===== config.mk =====
export PLATFORM = sky130hd
export DESIGN_NAME = axi_lite_sram_bridge
export DESIGN_NICKNAME = d
export VERILOG_FILES = /design/src/rtl/axi_sram_pkg.sv /design/src/rtl/axi_sram_addr_dec.sv /design/src/rtl/axi_lite_sram_bridge.sv
export SDC_FILE = /design/constraint.sdc
export NUM_CORES = 1
export LEC_CHECK = 0
export CAP_MARGIN = 25
export CORE_MARGIN = 3
export CORE_UTILIZATION = 40
export DETAILED_ROUTE_END_ITERATION = 10
export HOLD_SLACK_MARGIN = 0.03
export PLACE_DENSITY = 0.81
export SYNTH_ARGS = -nofsm -noshare
export SYNTH_HDL_FRONTEND = slang
export SYNTH_HIERARCHICAL = 1
export SYNTH_SLANG_ARGS = --single-unit

===== constraint.sdc =====
create_clock -name clk -period 2.8 [get_ports clk]
set_clock_uncertainty 0.15 [all_clocks]
set_input_delay 0.28 -clock clk [delete_from_list [all_inputs] [get_ports clk]]
set_output_delay 0.28 -clock clk [all_outputs]
set_load 0.03 [all_outputs]

===== src/rtl/axi_sram_pkg.sv =====
// Shared constants and types for the AXI4-Lite to word-SRAM bridge.
// Latency: none (declarations only).
// Backpressure: not applicable.
package axi_sram_pkg;

  localparam logic [1:0] RESP_OKAY   = 2'b00;
  localparam logic [1:0] RESP_SLVERR = 2'b10;

  // Only full-word writes reach the SRAM; any other byte mask is rejected.
  localparam logic [3:0] STRB_FULL = 4'hF;

  typedef enum logic [2:0] {
    IDLE,
    WR,
    BRESP,
    RD,
    RCAP,
    RRESP
  } state_t;

  function automatic logic strb_ok(input logic [3:0] strb);
    return strb == STRB_FULL;
  endfunction

endpackage


===== src/rtl/axi_sram_addr_dec.sv =====
// Byte address to SRAM word index decoder with range/alignment error flag.
// Latency: purely combinational.
// Backpressure: not applicable.
module axi_sram_addr_dec #(
  parameter int ADDR_W    = 12,
  parameter int MEM_AW    = 8,
  parameter int MEM_DEPTH = 8
) (
  input  logic [ADDR_W-1:0] i_addr,
  output logic [MEM_AW-1:0] o_idx,
  output logic              o_err
);

  logic w_misaligned;
  logic w_high_bits;
  logic w_past_depth;

  assign o_idx        = i_addr[MEM_AW+1:2];
  assign w_misaligned = (i_addr[1:0] != 2'b00);
  // Bits above the word index must be clear, otherwise the address aliases.
  assign w_high_bits  = (i_addr[ADDR_W-1:MEM_AW+2] != '0);
  // The index field can address more words than are actually implemented.
  assign w_past_depth = (32'(o_idx) >= 32'(MEM_DEPTH));
  assign o_err        = w_misaligned | w_high_bits | w_past_depth;

endmodule


===== src/rtl/axi_lite_sram_bridge.sv =====
// AXI4-Lite slave turning single-beat reads/writes into one-cycle SRAM strobes.
// Latency: write OK resp 2 cycles after handshake, read OK 3, any error 1.
// Backpressure: one transaction in flight; responses held until bready/rready.
module axi_lite_sram_bridge
  import axi_sram_pkg::*;
#(
  parameter int ADDR_W    = 12,
  parameter int DATA_W    = 32,
  parameter int MEM_AW    = 8,
  parameter int MEM_DEPTH = 8
) (
  input  logic              clk,
  input  logic              rst,
  input  logic [ADDR_W-1:0] s_awaddr,
  input  logic              s_awvalid,
  output logic              s_awready,
  input  logic [DATA_W-1:0] s_wdata,
  input  logic [3:0]        s_wstrb,
  input  logic              s_wvalid,
  output logic              s_wready,
  output logic [1:0]        s_bresp,
  output logic              s_bvalid,
  input  logic              s_bready,
  input  logic [ADDR_W-1:0] s_araddr,
  input  logic              s_arvalid,
  output logic              s_arready,
  output logic [DATA_W-1:0] s_rdata,
  output logic [1:0]        s_rresp,
  output logic              s_rvalid,
  input  logic              s_rready,
  output logic              sram_cs,
  output logic              sram_we,
  output logic [MEM_AW-1:0] sram_addr,
  output logic [DATA_W-1:0] sram_din,
  input  logic [DATA_W-1:0] sram_dout
);

  state_t              r_state;
  logic                r_last_wr;
  logic [1:0]          r_bresp;
  logic                r_bvalid;
  logic [1:0]          r_rresp;
  logic                r_rvalid;
  logic [DATA_W-1:0]   r_rdata;
  logic                r_sram_cs;
  logic                r_sram_we;
  logic [MEM_AW-1:0]   r_sram_addr;
  logic [DATA_W-1:0]   r_sram_din;

  logic [MEM_AW-1:0]   w_aw_idx;
  logic                w_aw_err;
  logic [MEM_AW-1:0]   w_ar_idx;
  logic                w_ar_err;
  logic                w_idle;
  logic                w_wr_pend;
  logic                w_sel_wr;
  logic                w_sel_rd;
  logic                w_wr_err;

  axi_sram_addr_dec #(
    .ADDR_W    (ADDR_W),
    .MEM_AW    (MEM_AW),
    .MEM_DEPTH (MEM_DEPTH)
  ) u_aw_dec (
    .i_addr (s_awaddr),
    .o_idx  (w_aw_idx),
    .o_err  (w_aw_err)
  );

  axi_sram_addr_dec #(
    .ADDR_W    (ADDR_W),
    .MEM_AW    (MEM_AW),
    .MEM_DEPTH (MEM_DEPTH)
  ) u_ar_dec (
    .i_addr (s_araddr),
    .o_idx  (w_ar_idx),
    .o_err  (w_ar_err)
  );

  // Readies are gated by rst so nothing is accepted while reset is held.
  assign w_idle    = (r_state == IDLE) && !rst;
  assign w_wr_pend = s_awvalid && s_wvalid;
  // On a tie between write and read, serve whichever type did not go last.
  assign w_sel_wr  = w_idle && w_wr_pend && (!s_arvalid || !r_last_wr);
  assign w_sel_rd  = w_idle && s_arvalid && !w_sel_wr;
  assign w_wr_err  = w_aw_err || !strb_ok(s_wstrb);

  assign s_awready = w_sel_wr;
  assign s_wready  = w_sel_wr;
  assign s_arready = w_sel_rd;

  assign s_bresp   = r_bresp;
  assign s_bvalid  = r_bvalid;
  assign s_rresp   = r_rresp;
  assign s_rvalid  = r_rvalid;
  assign s_rdata   = r_rdata;
  assign sram_cs   = r_sram_cs;
  assign sram_we   = r_sram_we;
  assign sram_addr = r_sram_addr;
  assign sram_din  = r_sram_din;

  // Transaction FSM; every AXI response and SRAM pin is a registered output.
  always_ff @(posedge clk or posedge rst) begin
    if (rst) begin
      r_state     <= IDLE;
      r_last_wr   <= 1'b0;
      r_bresp     <= RESP_OKAY;
      r_bvalid    <= 1'b0;
      r_rresp     <= RESP_OKAY;
      r_rvalid    <= 1'b0;
      r_rdata     <= '0;
      r_sram_cs   <= 1'b0;
      r_sram_we   <= 1'b0;
      r_sram_addr <= '0;
      r_sram_din  <= '0;
    end else begin
      case (r_state)
        IDLE: begin
          if (w_sel_wr) begin
            r_last_wr <= 1'b1;
            if (w_wr_err) begin
              r_bresp  <= RESP_SLVERR;
              r_bvalid <= 1'b1;
              r_state  <= BRESP;
            end else begin
              r_sram_cs   <= 1'b1;
              r_sram_we   <= 1'b1;
              r_sram_addr <= w_aw_idx;
              r_sram_din  <= s_wdata;
              r_state     <= WR;
            end
          end else if (w_sel_rd) begin
            r_last_wr <= 1'b0;
            if (w_ar_err) begin
              r_rresp  <= RESP_SLVERR;
              r_rdata  <= '0;
              r_rvalid <= 1'b1;
              r_state  <= RRESP;
            end else begin
              r_sram_cs   <= 1'b1;
              r_sram_we   <= 1'b0;
              r_sram_addr <= w_ar_idx;
              r_state     <= RD;
            end
          end
        end
        WR: begin
          r_sram_cs <= 1'b0;
          r_sram_we <= 1'b0;
          r_bresp   <= RESP_OKAY;
          r_bvalid  <= 1'b1;
          r_state   <= BRESP;
        end
        BRESP: begin
          if (s_bready) begin
            r_bvalid <= 1'b0;
            r_state  <= IDLE;
          end
        end
        RD: begin
          r_sram_cs <= 1'b0;
          r_state   <= RCAP;
        end
        RCAP: begin
          // SRAM output register holds the word strobed in RD.
          r_rdata  <= sram_dout;
          r_rresp  <= RESP_OKAY;
          r_rvalid <= 1'b1;
          r_state  <= RRESP;
        end
        RRESP: begin
          if (s_rready) begin
            r_rvalid <= 1'b0;
            r_state  <= IDLE;
          end
        end
        default: r_state <= IDLE;
      endcase
    end
  end

endmodule


After elaboration in Yosys (flattened, before gate mapping)
Cells that the tools add are included.
{"block": "word_totals", "regBits": 84, "in_bits": 99, "out_inout_bits": 83, "word_cells": 113}
{"block": "op_classes", "magnitude_cmp": 2, "eq_ne": 18, "muxes": 42, "bitwise": 5, "n_reduce_logical": 35}
{"cell": "32-bit 2-to-1 mux", "count": 3}
{"cell": "32-bit one-hot mux with 2 select lines", "count": 1}
{"cell": "8-bit 2-to-1 mux", "count": 4}
{"cell": "4-bit AND reduction", "count": 5}
{"cell": "3-bit one-hot mux with 6 select lines", "count": 1}
{"cell": "8-bit by 4-bit >= comparator with 1-bit output, second input constant", "count": 2}
{"cell": "1-bit 2-to-1 mux", "count": 16}
{"cell": "2-bit != test, second input constant", "count": 8}
{"cell": "2-bit nonzero test", "count": 8}
{"cell": "3-bit 2-to-1 mux", "count": 5}
{"cell": "2-bit 2-to-1 mux", "count": 6}
{"cell": "3-bit != test, second input constant", "count": 3}
{"cell": "3-bit AND reduction", "count": 3}
{"cell": "2-bit one-hot mux with 2 select lines", "count": 2}
{"cell": "3-bit by 2-bit equality test with 1-bit output, second input constant", "count": 2}
{"cell": "3-bit equality test, second input constant", "count": 2}
{"cell": "1-bit logical AND", "count": 6}
{"cell": "1-bit one-hot mux with 3 select lines", "count": 2}
{"cell": "3-bit nonzero test", "count": 2}
{"cell": "1-bit logical NOT", "count": 5}
{"cell": "5-bit AND reduction", "count": 1}
{"cell": "4-bit equality test, second input constant", "count": 1}
{"cell": "1-bit OR", "count": 4}
{"cell": "1-bit one-hot mux with 2 select lines", "count": 2}
{"cell": "other kinds (7)", "count": 8}

Depth between registers and ports, before layout
{"block": "logic_depth", "ltp_word": 9, "depth_mapped": 7, "depth_no_buf": 6}

By module
The synthesis kept the hierarchy.
{"mod": "axi_lite_sram_bridge", "n_inst": 1, "cells_per_inst": 235, "area_each_um2": 3313.2, "seq_area_each_um2": 2052.0}
{"mod": "axi_sram_addr_dec", "n_inst": 2, "cells_per_inst": 12, "area_each_um2": 80.1, "seq_area_each_um2": 0.0}

Least setup slack after synthesis
No wires, ideal clock.
{"block": "synth_path", "path_type": "input to register", "from": "input port s_awaddr[8]", "to": "register r_sram_din[20], in the netlist sram_din[20]", "t_arrival_ns": 1.874, "required_time_ns": 2.525, "setup_slack_ns": 0.651, "stages": 7, "n_path_buf": 2, "cell_sequence": "nor4_1 > nand3_1 > or2_2 > clkbuf_1 > nor2_1 > buf_4 > mux2_2"}
{"block": "synth_via", "elab_chain_cells": 5}
{"item": "start: declaration", "line_no": "axi_lite_sram_bridge.sv:14", "rtl": "input logic [ADDR_W-1:0] s_awaddr,"}
{"item": "8-bit by 4-bit >= comparator with 1-bit output", "line_no": "axi_sram_addr_dec.sv:23", "rtl": "assign w_past_depth = (32'(o_idx) >= 32'(MEM_DEPTH));"}
{"item": "1-bit OR", "line_no": "axi_sram_addr_dec.sv:24", "rtl": "assign o_err = w_misaligned | w_high_bits | w_past_depth;"}
{"item": "named net w_aw_err", "line_no": "axi_lite_sram_bridge.sv:51", "rtl": "logic w_aw_err;"}
{"item": "1-bit logical OR", "line_no": "axi_lite_sram_bridge.sv:86", "rtl": "assign w_wr_err = w_aw_err || !strb_ok(s_wstrb);"}
{"item": "1-bit NOT (no source line)"}
{"item": "3-bit AND reduction (no source line)"}
{"item": "end signal: assignment", "line_no": "axi_lite_sram_bridge.sv:129", "rtl": "r_sram_din <= s_wdata;"}
{"item": "end: declaration", "line_no": "axi_lite_sram_bridge.sv:48", "rtl": "logic [DATA_W-1:0] r_sram_din;"}
The timed path passes the listed nets, and every way through them passes these cells.
A chain may end at the register's enable or synchronous reset.

Worst setup path in the final report
{"block": "layout_path", "from": "register r_state[1]", "to": "output port s_arready"}
{"block": "layout_via", "elab_chain_cells": 6}
{"item": "start: declaration", "line_no": "axi_lite_sram_bridge.sv:38", "rtl": "state_t r_state;"}
{"item": "start signal: assignment", "line_no": "axi_lite_sram_bridge.sv:105", "rtl": "r_state <= IDLE;"}
{"item": "start signal: assignment", "line_no": "axi_lite_sram_bridge.sv:124", "rtl": "r_state <= BRESP;"}
{"item": "start signal: assignment", "line_no": "axi_lite_sram_bridge.sv:130", "rtl": "r_state <= WR;"}
{"item": "3-bit logical NOT *", "line_no": "axi_lite_sram_bridge.sv:81", "rtl": "assign w_idle = (r_state == IDLE) && !rst;"}
{"item": "1-bit logical AND *", "line_no": "axi_lite_sram_bridge.sv:81"}
{"item": "1-bit logical AND (2 in a row)", "line_no": "axi_lite_sram_bridge.sv:84", "rtl": "assign w_sel_wr = w_idle && w_wr_pend && (!s_arvalid || !r_last_wr);"}
{"item": "1-bit logical NOT", "line_no": "axi_lite_sram_bridge.sv:85", "rtl": "assign w_sel_rd = w_idle && s_arvalid && !w_sel_wr;"}
{"item": "1-bit logical AND *", "line_no": "axi_lite_sram_bridge.sv:85"}
{"item": "end: declaration", "line_no": "axi_lite_sram_bridge.sv:26", "rtl": "output logic s_arready,"}
Mark *: on every way between the ends. The rest lies on a longest branch, timed or not.

==> results.md <==
- Type of destination of the critical path: output port
- Sequential standard cell area: between 2000 and 2500 µm²
- Static Leakage: approximately 2.5 nW
- Status: finished clean
- Overall Global Routing Usage: 0.1875
- Maximum fanout encountered on the critical timing path: 10
- Y dimension of the die: 99.19 µm
- Number of global-route vias before repair: between 2000 and 3000
- CTS tree: done
- WP data required: around 2.4 ns
- Synthesis warning total: 6
- Count of final setup violators: 0
- Antenna violations before repair: 0
- Worst relative slew slack: 0.5597
- Final Critical Period: between 2 and 3 ns
- Nets: between 500 and 600
- Fraction of layout cells with a size suffix above 1: 0.1795
- Global-route wire length before repair: around 15000 µm
- Clk_lat worst skew: about 0.33 ns
- Die Footprint: around 9800 µm²
- Final cycle utilization of the critical path: 0.9348
- Maxcap violations: 0
- EDFF count, synth: 0
- Path category of the worst min-delay check: input port to async pin
- H-tree depth: 3
- Maximum VDD drop: 593.9 µV
- Residual antenna-violating net count after detailed routing: 0
- Category of the most critical setup path: register to output port
- Die Width: ~99 µm
- Syn Std Cell Area: approximately 3500 µm²
- Worst Setup Start Kind: register
- Inserted Clock Buffers: 9
- P_sw: about 1.6 mW
- Post-cts hold buffer count: 0
- Vias: about 2700
- Most numerous cell types in the synthesized netlist: sky130_fd_sc_hd__dfrtp_1, sky130_fd_sc_hd__mux2_2, sky130_fd_sc_hd__a22o_1, sky130_fd_sc_hd__buf_4, sky130_fd_sc_hd__nor2_1
- Clk pwr share: 0.199
- Total count of max-transition violations in the final report: 0
- Number of hold-slack violations in the final timing report: 0
- Portion of total power attributed to sequential cells: 0.370
- Most frequently used cell type in the post-synthesis netlist: sky130_fd_sc_hd__dfrtp_1
- Initial core utilization: 0.4164
- Maximum clock rate: about 380 MHz
- Area growth from synthesis to layout: 58.39%
- Gp weighted congestion: between 0.8 and 0.9
- Combinational share of power: 0.431
- Overflow left after global routing: 0
- Area share of the largest cell type after synthesis: 0.5908
- Post-CTS setup repair buffer count: 0
- Detailed Place HPWL: about 7000 µm
- Aggregate routed wire length: between 9000 and 10000 µm
- Total negative setup slack: 0 ns
- Pin count of the biggest net entering global routing: 44
- I/O pin count: approximately 180
- Post-synthesis async set-or-reset flop share: 1.000
- PwrDens: roughly 800 nW/µm²
- Number of distinct standard cells referenced by the synthesized netlist: 35
- Biggest area contributors in the synthesized netlist: sky130_fd_sc_hd__dfrtp_1, sky130_fd_sc_hd__mux2_2, sky130_fd_sc_hd__a22o_1, sky130_fd_sc_hd__buf_4, sky130_fd_sc_hd__a21oi_1
- Clock input transition at the sequential cells of the worst setup and hold paths: about 0.080 ns
- Initial DRC count: 74
- Synthesized flop and latch total: between 80 and 90
- Slew of the pin with the lowest slew margin: 0.6569 ns
- First-pass DRT Iterations: 4
- Root Driver: sky130_fd_sc_hd__clkbuf_8
- Vias per cell: ~5.1
- Layout filler cell count: approximately 650
- Final antenna diode count: 0
- Clock tree buffer depth: 2
- Max stage delay cell, worst path: sky130_fd_sc_hd__clkdlybuf4s50_1
- Primary FF master, synth: sky130_fd_sc_hd__dfrtp_1
- Largest stage delay on the critical path: ~0.7 ns
- Internal power: about 2.9 mW
- Average cell area after synthesis: around 13 µm²
- Footprint of the multi-input gates: approximately 1200 µm²
- Number of instances in the synthesized netlist: ~260
- Core Rows: 33
- Residual DRC: 0
- Cell Area, Placed: between 5000 and 6000 µm²
- Count of buffers inserted at the top-level ports: between 150 and 200
- Sink Count: approximately 80
- Crit-path cells: nor4_4 > o211ai_1 > inv_1 > clkdlybuf4s50_1
- Worst hold slack across all endpoints: 0.2691 ns
- Setup repair after global routing missed its margin: false
- Part of the Yosys area used for sequential elements: 0.5908
- Area of the core: 8341 µm²
- Critical Path AT: around 2.2 ns
- Post_cts resized: 0
- Routed WL per cell: 16.94 µm
- Post-route standard cell area excluding fillers: 5502 µm²
- Proportion of total power due to net switching: 0.3628
- Largest area contributor in the synthesized netlist: sky130_fd_sc_hd__dfrtp_1
registers in the layout (all words and copies together), names as in the netlist:
signal and flops:
s_rresp 1, r_last_wr 1, sram_we 1, sram_din 32, sram_addr 8, sram_cs 1, s_rdata 32, s_bresp 1
s_bvalid 1, r_state 3, s_rvalid 1
layout by cell type, fill, tap and decap left out, types with 2 or more instances in the layout:
master                            synthesis  routed
sky130_fd_sc_hd__clkdlybuf4s50_1          0     177
sky130_fd_sc_hd__dfrtp_1                 82      82
sky130_fd_sc_hd__mux2_2                  46      46
sky130_fd_sc_hd__a22o_1                  32      32
sky130_fd_sc_hd__clkbuf_8                 0       9
sky130_fd_sc_hd__nor2_1                   8       7
sky130_fd_sc_hd__a21oi_1                  6       6
sky130_fd_sc_hd__inv_1                    6       5
sky130_fd_sc_hd__o21ai_0                  5       5
sky130_fd_sc_hd__buf_4                   24       5
sky130_fd_sc_hd__nand2_1                  4       4
sky130_fd_sc_hd__nand3_1                  4       4
sky130_fd_sc_hd__nor3_1                   5       4
sky130_fd_sc_hd__buf_12                   0       4
sky130_fd_sc_hd__nand4_1                  2       2
sky130_fd_sc_hd__nand2b_1                 2       2
sky130_fd_sc_hd__or3_1                    2       2
sky130_fd_sc_hd__a31oi_1                  2       2
sky130_fd_sc_hd__clkinv_2                 0       2
sky130_fd_sc_hd__a2bb2oi_1                2       2
sky130_fd_sc_hd__mux2_1                   2       2
sky130_fd_sc_hd__conb_1                   1       2
sky130_fd_sc_hd__bufinv_16                0       2
sky130_fd_sc_hd__clkinvlp_4               0       2
sky130_fd_sc_hd__nor4_1                   2       2
cells by family (layout without fill, tap and decap cells):
family          Yosys count  count (layout)  synth area share
other cells               1               2          0.001080
flops                    82              82            0.5908
compound gates           56              56            0.1300
simple gates             34              34           0.05475
buf+inv                  38             207           0.06772
mux                      48              48            0.1556
area by class of cell:
| class | instances | share of cell area |
|---|---|---|
| clock buffer | 10 | 0.02320 |
| clock inverter | 5 | 0.01456 |
| inverter | 6 | 0.004321 |
| multi-input combinational | 140 | 0.2176 |
| sequential | 82 | 0.3730 |
| tap | 105 | 0.02388 |
| timing repair buffer | 186 | 0.3434 |
metal layers:
layer  global-route usage  vias to the layer above  part of all wire
met3              0.05820                       10             0.092
met5                    0                        -                 0
li1                     -                     1258                 -
met2               0.3094                      125              0.49
met1               0.2359                     1331              0.41
met4              0.06092                        0             0.012
power by group through the flow:
stage / clock network [mW] / logic (mW) / registers [mW]
2_1_floorplan: 0 / 0.676 / 2.10
4_1_cts: 0.932 / 1.96 / 1.66
3_3_place_gp: 0 / 1.92 / 1.68
6_report: 0.896 / 1.94 / 1.66
3_5_place_dp: 0 / 1.96 / 1.67
5_1_grt: 0.985 / 2.07 / 1.70
final timing paths:
path	slack (ns)	to	cells after the start	startpoint
setup / recovery	0.18	s_arready	4	r_state[1]$_DFFE_PP0P_
setup reg to reg	0.53	sram_addr[7]$_DFFE_PP0P_	5	r_state[1]$_DFFE_PP0P_
hold / removal	0.27	sram_din[2]$_DFFE_PP0P_	3	rst
max in group asynchronous	1.63	s_rdata[31]$_DFFE_PP0P_	4	rst
min in group clk	0.33	sram_cs$_DFFE_PP0P_	1	sram_cs$_DFFE_PP0P_
hold reg to reg	0.33	sram_cs$_DFFE_PP0P_	1	sram_cs$_DFFE_PP0P_
metrics by stage:
step | instances | utilization | setup WS [ns] | power (mW)
after floorplan | 260 | - | 0.2616 | 2.771
after global placement | 519 | 0.6347 | 0.2873 | 3.593
after detailed placement | 519 | 0.6347 | 0.2434 | 3.625
after CTS | 534 | 0.6596 | 0.1584 | 4.550
after global routing | 534 | 0.6596 | 0.07265 | 4.756
final | 534 | 0.6596 | 0.1825 | 4.497
worst max-delay path, delay by kind of cell, from the launching register on:
family                 cells  cell delay, ns
AO/OA/AOI/OAI              1            0.17
flip-flops                 1            0.52
AND/OR/NAND/NOR            1            0.38
buffers and inverters      2            0.79
Power figures use the tool's default switching activity.
